### src/rtl/blobby_pkg.sv
// Shared types and constants for the blobby volley game-flow logic.
package blobby_pkg;

  localparam int unsigned SCORE_W = 4;
  localparam int unsigned TIMER_W = 8;
  localparam int unsigned TOUCH_W = 4;

  typedef enum logic [2:0] {
    ST_IDLE  = 3'd0,
    ST_SERVE = 3'd1,
    ST_RALLY = 3'd2,
    ST_POINT = 3'd3,
    ST_OVER  = 3'd4
  } state_t;

  localparam logic SIDE_P1 = 1'b0;
  localparam logic SIDE_P2 = 1'b1;

  localparam logic [1:0] WINNER_NONE = 2'b00;
  localparam logic [1:0] WINNER_P1   = 2'b01;
  localparam logic [1:0] WINNER_P2   = 2'b10;

  function automatic logic [SCORE_W-1:0] sat_inc(input logic [SCORE_W-1:0] v);
    return (v == '1) ? v : v + 1'b1;
  endfunction

endpackage

### src/rtl/rally_ctrl_if.sv
// Game-flow bus between the playfield logic and rally_ctrl.
interface rally_ctrl_if;
  import blobby_pkg::*;

  logic               vblnk_in;
  logic               start;
  logic               ball_grounded;
  logic               ball_side;
  logic               touch_p1;
  logic               touch_p2;
  logic               phys_en;
  logic               ball_reset;
  logic               serve_side;
  logic [SCORE_W-1:0] score_p1;
  logic [SCORE_W-1:0] score_p2;
  logic [2:0]         state;
  logic [1:0]         winner;

  modport master (
    output vblnk_in, start, ball_grounded, ball_side, touch_p1, touch_p2,
    input  phys_en, ball_reset, serve_side, score_p1, score_p2, state, winner
  );

  modport slave (
    input  vblnk_in, start, ball_grounded, ball_side, touch_p1, touch_p2,
    output phys_en, ball_reset, serve_side, score_p1, score_p2, state, winner
  );
endinterface

### src/rtl/rally_ctrl_frame_timer.sv
// vblnk rising-edge detector plus a frame counter with terminal-count compare.
module frame_timer
  import blobby_pkg::*;
(
  input  logic               clk,
  input  logic               rst,
  input  logic               vblnk_in,
  input  logic               run,
  input  logic [TIMER_W-1:0] limit,
  output logic               done
);

  logic               vblnk_q;
  logic [TIMER_W-1:0] count;
  logic               frame_tick;

  assign frame_tick = vblnk_in & ~vblnk_q;
  assign done       = run & frame_tick & (count == limit);

  // Held at zero while not running, so a tick in the entry cycle is never counted.
  always_ff @(posedge clk) begin
    if (rst) begin
      vblnk_q <= 1'b0;
      count   <= '0;
    end else begin
      vblnk_q <= vblnk_in;
      if (!run || done)
        count <= '0;
      else if (frame_tick)
        count <= count + 1'b1;
    end
  end

endmodule

### src/rtl/rally_ctrl.sv
// Blobby volley point sequencer: serve, rally, scoring, touch limit and win detection.
module rally_ctrl
  import blobby_pkg::*;
#(
  parameter int unsigned WIN_SCORE    = 15,
  parameter int unsigned SERVE_FRAMES = 60,
  parameter int unsigned POINT_FRAMES = 90,
  parameter int unsigned MAX_TOUCHES  = 3
) (
  input  logic         pclk,
  input  logic         rst,
  rally_ctrl_if.slave  bus
);

  state_t             state_q;
  logic               phys_en_q;
  logic               ball_reset_q;
  logic               serve_side_q;
  logic [SCORE_W-1:0] score_p1_q;
  logic [SCORE_W-1:0] score_p2_q;
  logic [1:0]         winner_q;
  logic [TOUCH_W-1:0] touch_cnt_q;
  logic               last_side_q;

  logic               timer_run;
  logic [TIMER_W-1:0] timer_limit;
  logic               timer_done;

  logic               single_touch;
  logic               touch_side;
  logic [TOUCH_W-1:0] touch_next;
  logic               point_now;
  logic               scorer;
  logic [SCORE_W-1:0] scorer_score;

  assign timer_run   = (state_q == ST_SERVE) || (state_q == ST_POINT);
  assign timer_limit = (state_q == ST_POINT) ? TIMER_W'(POINT_FRAMES - 1)
                                             : TIMER_W'(SERVE_FRAMES - 1);

  frame_timer u_frame_timer (
    .clk      (pclk),
    .rst      (rst),
    .vblnk_in (bus.vblnk_in),
    .run      (timer_run),
    .limit    (timer_limit),
    .done     (timer_done)
  );

  // Grounding outranks any touch in the same cycle.
  always_comb begin
    single_touch = bus.touch_p1 ^ bus.touch_p2;
    touch_side   = bus.touch_p2;
    touch_next   = (touch_cnt_q != '0 && touch_side == last_side_q)
                   ? touch_cnt_q + 1'b1 : TOUCH_W'(1);
    point_now    = bus.ball_grounded
                   || (single_touch && (32'(touch_next) > MAX_TOUCHES));
    scorer       = bus.ball_grounded ? ~bus.ball_side : ~touch_side;
    scorer_score = (serve_side_q == SIDE_P2) ? score_p2_q : score_p1_q;
  end

  always_ff @(posedge pclk) begin
    if (rst) begin
      state_q      <= ST_IDLE;
      phys_en_q    <= 1'b0;
      ball_reset_q <= 1'b0;
      serve_side_q <= SIDE_P1;
      score_p1_q   <= '0;
      score_p2_q   <= '0;
      winner_q     <= WINNER_NONE;
      touch_cnt_q  <= '0;
      last_side_q  <= SIDE_P1;
    end else begin
      ball_reset_q <= 1'b0;
      case (state_q)
        ST_IDLE, ST_OVER: begin
          phys_en_q <= 1'b0;
          if (bus.start) begin
            state_q      <= ST_SERVE;
            ball_reset_q <= 1'b1;
            serve_side_q <= SIDE_P1;
            score_p1_q   <= '0;
            score_p2_q   <= '0;
            winner_q     <= WINNER_NONE;
            touch_cnt_q  <= '0;
          end
        end
        ST_SERVE: begin
          if (timer_done) begin
            state_q   <= ST_RALLY;
            phys_en_q <= 1'b1;
          end
        end
        ST_RALLY: begin
          if (point_now) begin
            state_q      <= ST_POINT;
            phys_en_q    <= 1'b0;
            serve_side_q <= scorer;
            touch_cnt_q  <= '0;
            if (scorer == SIDE_P1)
              score_p1_q <= sat_inc(score_p1_q);
            else
              score_p2_q <= sat_inc(score_p2_q);
          end else if (single_touch) begin
            touch_cnt_q <= touch_next;
            last_side_q <= touch_side;
          end
        end
        ST_POINT: begin
          if (timer_done) begin
            if (32'(scorer_score) >= WIN_SCORE) begin
              state_q  <= ST_OVER;
              winner_q <= (serve_side_q == SIDE_P2) ? WINNER_P2 : WINNER_P1;
            end else begin
              state_q      <= ST_SERVE;
              ball_reset_q <= 1'b1;
            end
          end
        end
        default: begin
          state_q   <= ST_IDLE;
          phys_en_q <= 1'b0;
        end
      endcase
    end
  end

  assign bus.state      = state_q;
  assign bus.phys_en    = phys_en_q;
  assign bus.ball_reset = ball_reset_q;
  assign bus.serve_side = serve_side_q;
  assign bus.score_p1   = score_p1_q;
  assign bus.score_p2   = score_p2_q;
  assign bus.winner     = winner_q;

endmodule

### src/flat_wrapper.sv
// flat-port wrapper written by rule: the top's interface ports become plain ports
module rally_ctrl_flat import blobby_pkg::*;
#(
  parameter int unsigned WIN_SCORE    = 15,
  parameter int unsigned SERVE_FRAMES = 60,
  parameter int unsigned POINT_FRAMES = 90,
  parameter int unsigned MAX_TOUCHES  = 3
)
  (pclk, rst, bus_vblnk_in, bus_start, bus_ball_grounded, bus_ball_side, bus_touch_p1, bus_touch_p2, bus_phys_en, bus_ball_reset, bus_serve_side, bus_score_p1, bus_score_p2, bus_state, bus_winner);
  rally_ctrl_if bus_i ();
  input  logic pclk;
  input  logic rst;
  input wire logic [$bits(bus_i.vblnk_in)-1:0] bus_vblnk_in;
  input wire logic [$bits(bus_i.start)-1:0] bus_start;
  input wire logic [$bits(bus_i.ball_grounded)-1:0] bus_ball_grounded;
  input wire logic [$bits(bus_i.ball_side)-1:0] bus_ball_side;
  input wire logic [$bits(bus_i.touch_p1)-1:0] bus_touch_p1;
  input wire logic [$bits(bus_i.touch_p2)-1:0] bus_touch_p2;
  output wire logic [$bits(bus_i.phys_en)-1:0] bus_phys_en;
  output wire logic [$bits(bus_i.ball_reset)-1:0] bus_ball_reset;
  output wire logic [$bits(bus_i.serve_side)-1:0] bus_serve_side;
  output wire logic [$bits(bus_i.score_p1)-1:0] bus_score_p1;
  output wire logic [$bits(bus_i.score_p2)-1:0] bus_score_p2;
  output wire logic [$bits(bus_i.state)-1:0] bus_state;
  output wire logic [$bits(bus_i.winner)-1:0] bus_winner;
  assign bus_i.vblnk_in = bus_vblnk_in;
  assign bus_i.start = bus_start;
  assign bus_i.ball_grounded = bus_ball_grounded;
  assign bus_i.ball_side = bus_ball_side;
  assign bus_i.touch_p1 = bus_touch_p1;
  assign bus_i.touch_p2 = bus_touch_p2;
  assign bus_phys_en = bus_i.phys_en;
  assign bus_ball_reset = bus_i.ball_reset;
  assign bus_serve_side = bus_i.serve_side;
  assign bus_score_p1 = bus_i.score_p1;
  assign bus_score_p2 = bus_i.score_p2;
  assign bus_state = bus_i.state;
  assign bus_winner = bus_i.winner;
  rally_ctrl #(.WIN_SCORE(WIN_SCORE), .SERVE_FRAMES(SERVE_FRAMES), .POINT_FRAMES(POINT_FRAMES), .MAX_TOUCHES(MAX_TOUCHES)) u_core (.pclk(pclk), .rst(rst), .bus(bus_i));
endmodule
### config.mk
export PLATFORM = sky130hd
export DESIGN_NAME = rally_ctrl_flat
export DESIGN_NICKNAME = d
export VERILOG_FILES = /design/src/rtl/blobby_pkg.sv /design/src/rtl/rally_ctrl_if.sv /design/src/rtl/rally_ctrl_frame_timer.sv /design/src/rtl/rally_ctrl.sv /design/src/flat_wrapper.sv
export SDC_FILE = /design/constraint.sdc
export NUM_CORES = 1
export LEC_CHECK = 0
export ABC_CLOCK_PERIOD_IN_PS = 1600
export CAP_MARGIN = 20
export CORE_ASPECT_RATIO = 0.9
export CORE_MARGIN = 2
export CORE_UTILIZATION = 25
export CTS_CLUSTER_SIZE = 25
export DETAILED_ROUTE_END_ITERATION = 8
export SLEW_MARGIN = 20
export SYNTH_ARGS = -nofsm -noshare
export SYNTH_HDL_FRONTEND = slang
export SYNTH_SLANG_ARGS = --single-unit
export TNS_END_PERCENT = 20
### constraint.sdc
create_clock -name pclk -period 1.6 [get_ports pclk]
set_input_delay 0.24 -clock pclk [delete_from_list [all_inputs] [get_ports pclk]]
set_output_delay 0.24 -clock pclk [all_outputs]
set_load 0.01 [all_outputs]
-- Word level (Yosys, flattened, before mapping)
Index checks and enable logic that the tools add are counted.
- reductions and logical operators: 20
- $lt $le $gt $ge: 2
- bitwise logic cells: 9
- add/sub/neg operators: 4
- equal/unequal tests: 18
- mux-type cells: 37
- operators by type and width (operator ; count):
    $mux W4 ; 11
    $pmux W4 S2 ; 3
    $mux W3 ; 5
    $ne A2 B2 Y1 const B ; 7
    $add A4 B1 Y4 const B ; 3
    $pmux W3 S4 ; 1
    $reduce_and A3 Y1 ; 4
    $reduce_and A5 Y1 ; 2
    $add A8 B1 Y8 const B ; 1
    $eq A4 B4 Y1 const B ; 2
    $eq A8 B8 Y1 ; 1
    $mux W1 ; 8
    $mux W2 ; 4
    $reduce_and A4 Y1 ; 2
    $mux W7 ; 1
    $eq A3 B2 Y1 const B ; 2
    $not A1 Y1 ; 5
    $ge A4 B4 Y1 const B ; 1
    $gt A4 B2 Y1 const B ; 1
    $ne A2 B1 Y1 const B ; 2
    $pmux W1 S2 ; 2
    $pmux W2 S2 ; 1
    $reduce_bool A2 Y1 ; 2
    $reduce_bool A4 Y1 ; 1
    12 further kinds ; 18
- flip-flop bits (word level): 30
- input port bits: 8
- output and inout port bits: 16

-- Depth between registers and ports, before layout
- depth in word-level cells: 8
- gate-level depth with buffers: 7

-- Modules after synthesis
From an unflattened synthesis, not the netlist that was laid out.
- cells, all modules: 200
- area total of the unflattened synthesis: 1699.1 µm²
- by module, submodules not included (module ; area each (µm²) ; cells an instance ; instances):
    rally_ctrl ; 1197.4 ; 147 ; 1
    frame_timer ; 501.7 ; 53 ; 1

-- Worst setup path after synthesis
No wires, ideal clock.
- path type: reg2reg
- from: register u_core.state_q[1], in the netlist u_core.bus.state[1]
- to: register u_core.score_p1_q[1], in the netlist u_core.bus.score_p1[1]
- library setup time: 0.117 ns
- buffers on the path: 2
- slack: -0.076 ns
- data arrival time: 1.559 ns
- period minus slack after synthesis: 1.676 ns
- stages on the path, launching flop included: 8
- path through: dfxtp_1 buf_6 or3b_1 buf_2 nor2_8 o31a_4 nor2_2 a32o_1
- word-level cells in the longest chain between the ends: 4
- elaborated cells between the ends (all ways): 11
- classes of those cells: eq/ne (6); mux (1); reduce/logical (4)
- ends and longest elaborated chain (element ; RTL line ; text):
    from (decl) ; rally_ctrl.sv:15 ; state_t state_q;
    from (signal assigned) ; rally_ctrl.sv:63 ; state_q <= ST_IDLE;
    from (signal assigned) ; rally_ctrl.sv:78 ; state_q <= ST_SERVE;
    from (signal assigned) ; rally_ctrl.sv:89 ; state_q <= ST_RALLY;
    $eq A3 B3 Y1 / $logic_not A3 Y1 (equally long branches) ; rally_ctrl.sv:74 ; case (state_q)
    $reduce_or A2 Y1 ; rally_ctrl.sv:74 ;
    $ne A2 B2 Y1 (no source line) / $reduce_bool A2 Y1 (equally long branches) ; - ;
    $reduce_and A5 Y1 (no source line) ; - ;
    to (signal assigned) ; rally_ctrl.sv:100 ; score_p1_q <= sat_inc(score_p1_q);
    to (decl) ; rally_ctrl.sv:19 ; logic [SCORE_W-1:0] score_p1_q;
Parallel ways exist; a longest one is shown, timed or not.
A chain may end at the register's enable or synchronous reset.

-- Worst setup path after layout
- from: register u_core.touch_cnt_q[0]
- to: register u_core.score_p2_q[2], in the netlist u_core.bus.score_p2[2]
- word-level cells in the longest chain between the ends: 8
- elaborated cells between the ends (all ways): 9
- classes of those cells: add/sub (1); order compare (1); eq/ne (1); mux (1); reduce/logical (5)
- ends and longest elaborated chain (element ; RTL line ; text):
    from (decl) ; rally_ctrl.sv:22 ; logic [TOUCH_W-1:0] touch_cnt_q;
    from (signal assigned) ; rally_ctrl.sv:104 ; touch_cnt_q <= touch_next;
    branches (longest 2 deep; another with $add A4 B1 Y4) ; - ;
    $mux W4 (*) ; rally_ctrl.sv:54 ; ? touch_cnt_q + 1'b1 : TOUCH_W'(1);
    $gt A4 B2 Y1 (*) ; rally_ctrl.sv:56 ; || (single_touch && (32'(touch_next) > MAX_TOUCHES));
    $logic_and A1 B1 Y1 (*) ; rally_ctrl.sv:56 ;
    $logic_or A1 B1 Y1 (*) ; rally_ctrl.sv:56 ;
    $ne A2 B1 Y1 (no source line) (*) ; - ;
    $reduce_and A5 Y1 (no source line) (*) ; - ;
    to (signal assigned) ; rally_ctrl.sv:102 ; score_p2_q <= sat_inc(score_p2_q);
    to (decl) ; rally_ctrl.sv:20 ; logic [SCORE_W-1:0] score_p2_q;
Mark *: on every way between the ends.

==> metrics <==
Synth Flop Type=dfxtp_1; Final nets=278; GRT Overall Usage=12.0%; flops & latches, synth=30; DRT Wirelength=4560 um; min Tclk post-route=1.67 ns; RSZ-0062 raised after global routing=true; final std cells w/o fill=356; Antenna diodes=0; WHS Endpoint=u_core.last_side_q; switching share of power=26.6%; post-DP HPWL=roughly 3300 um; share of cells above drive strength 1=38.3%; capturing point of the worst reg2reg path=u_core.bus.score_p2[2]; CTS tree=done; final setup violating endpoints=11; Worst Max-Slew Pin Slew=0.331 ns; Worst R2R Path Depth=6; EDFF count, synth=0; first-pass GRT wire length=7510 um; Final WS setup=-0.0668 ns; peak fanout along the critical path=5; routability congestion estimate=between 0.7 and 0.8; Die H=83.2 um; Root Buffer=clkbuf_8; hold path cells=5; Synthesis Warnings=0; max-slew violations=0; GR Overflow Total=0; full die area=7650 um2; IO buf count=23; Worst Hold Class=in2reg; routed vias/inst=4.77; wire per inst=roughly 13 um; Post-Synthesis Cells=199; Critical Path Source Type=flop; Slowest-stage cell, CP=dfxtp_4; initial core utilization=26.1%; Seq/Total Area, Yosys=around a third; violated checks=setup timing; CP cell instances=buf_4, a21o_1, a21oi_4, o31ai_4, and4b_1, a2111oi_2; switching power=between 0.0004 and 0.0005 W; Power Total=0.00177 W; H-Tree Level Count=2; maximum vdd drop=0.303 mV; CP Capture Type=flop; Fin. Hold Viols=0; overall via count from detail_route=1,699; clk_lat worst skew=0.29 ns; Synth Area per Inst=8.75 um2; placed insts=347; static leakage=1.05 nW; Crit path largest cell delay=between 0.3 and 0.4 ns; vias in the first global route=1,640; Post-DRT Antenna Nets=0; drt first-iter violations=54; first-pass iteration count of the detailed router=4; PwrDens=~660 nW/um2; flop-to-flop setup slack=-0.07 ns; hold_sp=bus_touch_p1; Post-Syn Area=approximately 1700 um2; clock sinks=30; FF-to-FF Start=u_core.touch_cnt_q[0]; clock buffer depth=2; power share of the combinational group=16.4%; WP data required=1.79 ns; clock-pin slew on the worst setup and hold paths=around 0.070 ns; Clock Skews=0.00827 ns; Synth cell types=53; Num CTS Buffers=5; Post-Syn Nets=212; part of the power in registers=43.5%; Clk pwr share=between 40% and 50%; Core ar.=6660 um2; crit path kind=reg2reg; Fmax=600 MHz; Synth-to-Final Area Change=54.3%; io pins=24; largest net degree at the start of global routing=12; outcome=complete, but fails checks; cell row count=28; Slew HR=between 70% and 80%; Arr. time, crit path=approximately 1.9 ns; Async SR Flop Fraction=0%; drc violations=0; Max-cap violations=0; Die Wd=92.0 um; antenna violations before repair=0; Filler cells=roughly 670; internal power=0.00130 W; Final Cycle Share=104%
-- power by group through the flow --
stage | clock [W] | combinational [W] | sequential (W)
after detailed placement | 0 | 0.000257 | 0.000786
after global placement | 0 | 0.000254 | 0.000785
final | 0.000709 | 0.000289 | 0.000767
after global routing | 0.000757 | 0.000314 | 0.000768
after CTS | 0.000728 | 0.000274 | 0.000766
after floorplan | 0 | 0.000133 | 0.000788
-- through the flow --
step / hold slack, ns / setup slack [ns] / util (%) / setup TNS, ns / cell area [um2]
floorplan: 0.368 / -0.0212 / - / -0.0423 / 1810
global placement: 0.467 / -0.289 / 36.3 / -5.06 / 2410
detailed placement: 0.476 / -0.336 / 36.3 / -5.93 / 2410
CTS: 0.487 / -0.0756 / 39.6 / -0.441 / 2640
global route: 0.512 / -0.163 / 40.3 / -1.53 / 2690
finish: 0.481 / -0.0668 / 40.3 / -0.342 / 2690
-- cell usage after synthesis, drive strengths merged, types with 3 or more instances --
cell type | number | area [um2]
inv | 10 | 37.5
and3 | 6 | 37.5
o32ai | 3 | 33.8
a311oi | 3 | 26.3
nand3b | 4 | 30.0
a31oi | 6 | 37.5
xor2 | 8 | 70.1
or2 | 3 | 18.8
nand2 | 15 | 56.3
nand4 | 6 | 37.5
ha | 5 | 62.6
o21ai | 6 | 30.0
nand3 | 7 | 35.0
nor3b | 3 | 32.5
o21bai | 3 | 22.5
nor2 | 25 | 118
buf | 6 | 51.3
a21oi | 9 | 52.6
nand2b | 3 | 18.8
dfxtp | 30 | 601
nor2b | 5 | 31.3
-- state kept, by name (all words and copies together), names as in the netlist --
signal,flops
u_core.bus.score_p2,4
u_core.u_frame_timer.vblnk_q,1
u_core.bus.ball_reset,1
u_core.bus.score_p1,4
u_core.bus.winner,2
u_core.u_frame_timer.count,8
u_core.last_side_q,1
u_core.touch_cnt_q,4
u_core.bus.serve_side,1
u_core.bus.phys_en,1
u_core.bus.state,3
-- worst max path at each step --
stage                                startpoint                     end  slack, ns  cells after the start
after floorplan             u_core.bus.state[1]  u_core.bus.score_p1[1]      -0.02                      7
after global placement             bus_touch_p1  u_core.bus.score_p1[1]      -0.29                      6
after detailed placement           bus_touch_p1  u_core.bus.score_p1[2]      -0.34                      6
after CTS                 u_core.touch_cnt_q[0]  u_core.bus.score_p2[2]      -0.08                      6
after global routing      u_core.touch_cnt_q[0]  u_core.bus.score_p1[3]      -0.16                      7
final                     u_core.touch_cnt_q[0]  u_core.bus.score_p2[2]      -0.07                      6
-- cell usage in the layout (no fill, tap or decap), types with 3 or more instances in the layout --
| cell | Yosys | routed |
|---|---|---|
| buf_4 | 1 | 40 |
| dfxtp_1 | 30 | 23 |
| clkdlybuf4s50_1 | 0 | 20 |
| nor2_1 | 21 | 19 |
| nand2_1 | 15 | 15 |
| xor2_1 | 8 | 8 |
| inv_1 | 10 | 8 |
| nand3_1 | 7 | 7 |
| a31oi_1 | 6 | 6 |
| nand4_1 | 6 | 6 |
| and3_1 | 6 | 5 |
| clkbuf_8 | 0 | 5 |
| nand3b_1 | 4 | 4 |
| a21oi_1 | 7 | 4 |
| dfxtp_2 | 0 | 4 |
| a21oi_2 | 2 | 3 |
| o21bai_1 | 3 | 3 |
| o21ai_0 | 4 | 3 |
| nor2_2 | 3 | 3 |
| a311oi_1 | 3 | 3 |
| dlymetal6s2s_1 | 0 | 3 |
| buf_6 | 3 | 3 |
| dfxtp_4 | 0 | 3 |
-- timing repair --
item                                    CTS  global route
setup buffers                             1             0
gates resized for setup                  26            14
endpoints found under the setup margin   13            23
pin swaps                                19            11
hold buffers                              0             0
-- layer usage --
| layer | part of all wire, % | wire, um | track usage, % | vias to the layer above |
|---|---|---|---|---|
| met5 | 0 | 0 | 0 | - |
| met4 | 1.2 | 57 | 4.34 | 0 |
| met3 | 3.2 | 148 | 2.72 | 6 |
| met2 | 45 | 2070 | 18.4 | 33 |
| met1 | 50 | 2280 | 16.6 | 806 |
| li1 | - | - | - | 854 |
-- kinds of logic (layout without fill, tap and decap cells) --
| logic type | count (synthesis) | count (layout) | synth area share, % |
|---|---|---|---|
| AO/OA/AOI/OAI | 46 | 46 | 20.7 |
| XOR/XNOR | 10 | 10 | 5.03 |
| adder cells (fa/ha/maj) | 5 | 5 | 3.59 |
| buffers and inverters | 18 | 85 | 5.54 |
| flip-flops | 30 | 30 | 34.5 |
| multiplexers | 3 | 3 | 1.80 |
| AND/OR/NAND/NOR | 87 | 87 | 28.8 |
-- worst max-delay path: cells and delay by family, from the launching register on --
family	cells	cell delay, ns
AOI/OAI and AO/OA	4	0.84
buffers and inverters	1	0.13
DFF	1	0.37
and+or+nand+nor	1	0.22
-- cell type report --
type / instances / area, um2 / share of cell area (%)
Tap cell: 90 / 113 / 4.19
Inverter: 10 / 37.5 / 1.40
Sequential cell: 30 / 617 / 23.0
Clock inverter: 2 / 10.0 / 0.373
Timing Repair Buffer: 67 / 592 / 22.0
Multi-Input combinational cell: 151 / 1220 / 45.5
Clock buffer: 6 / 93.8 / 3.49
Power figures use the tool's default switching activity.
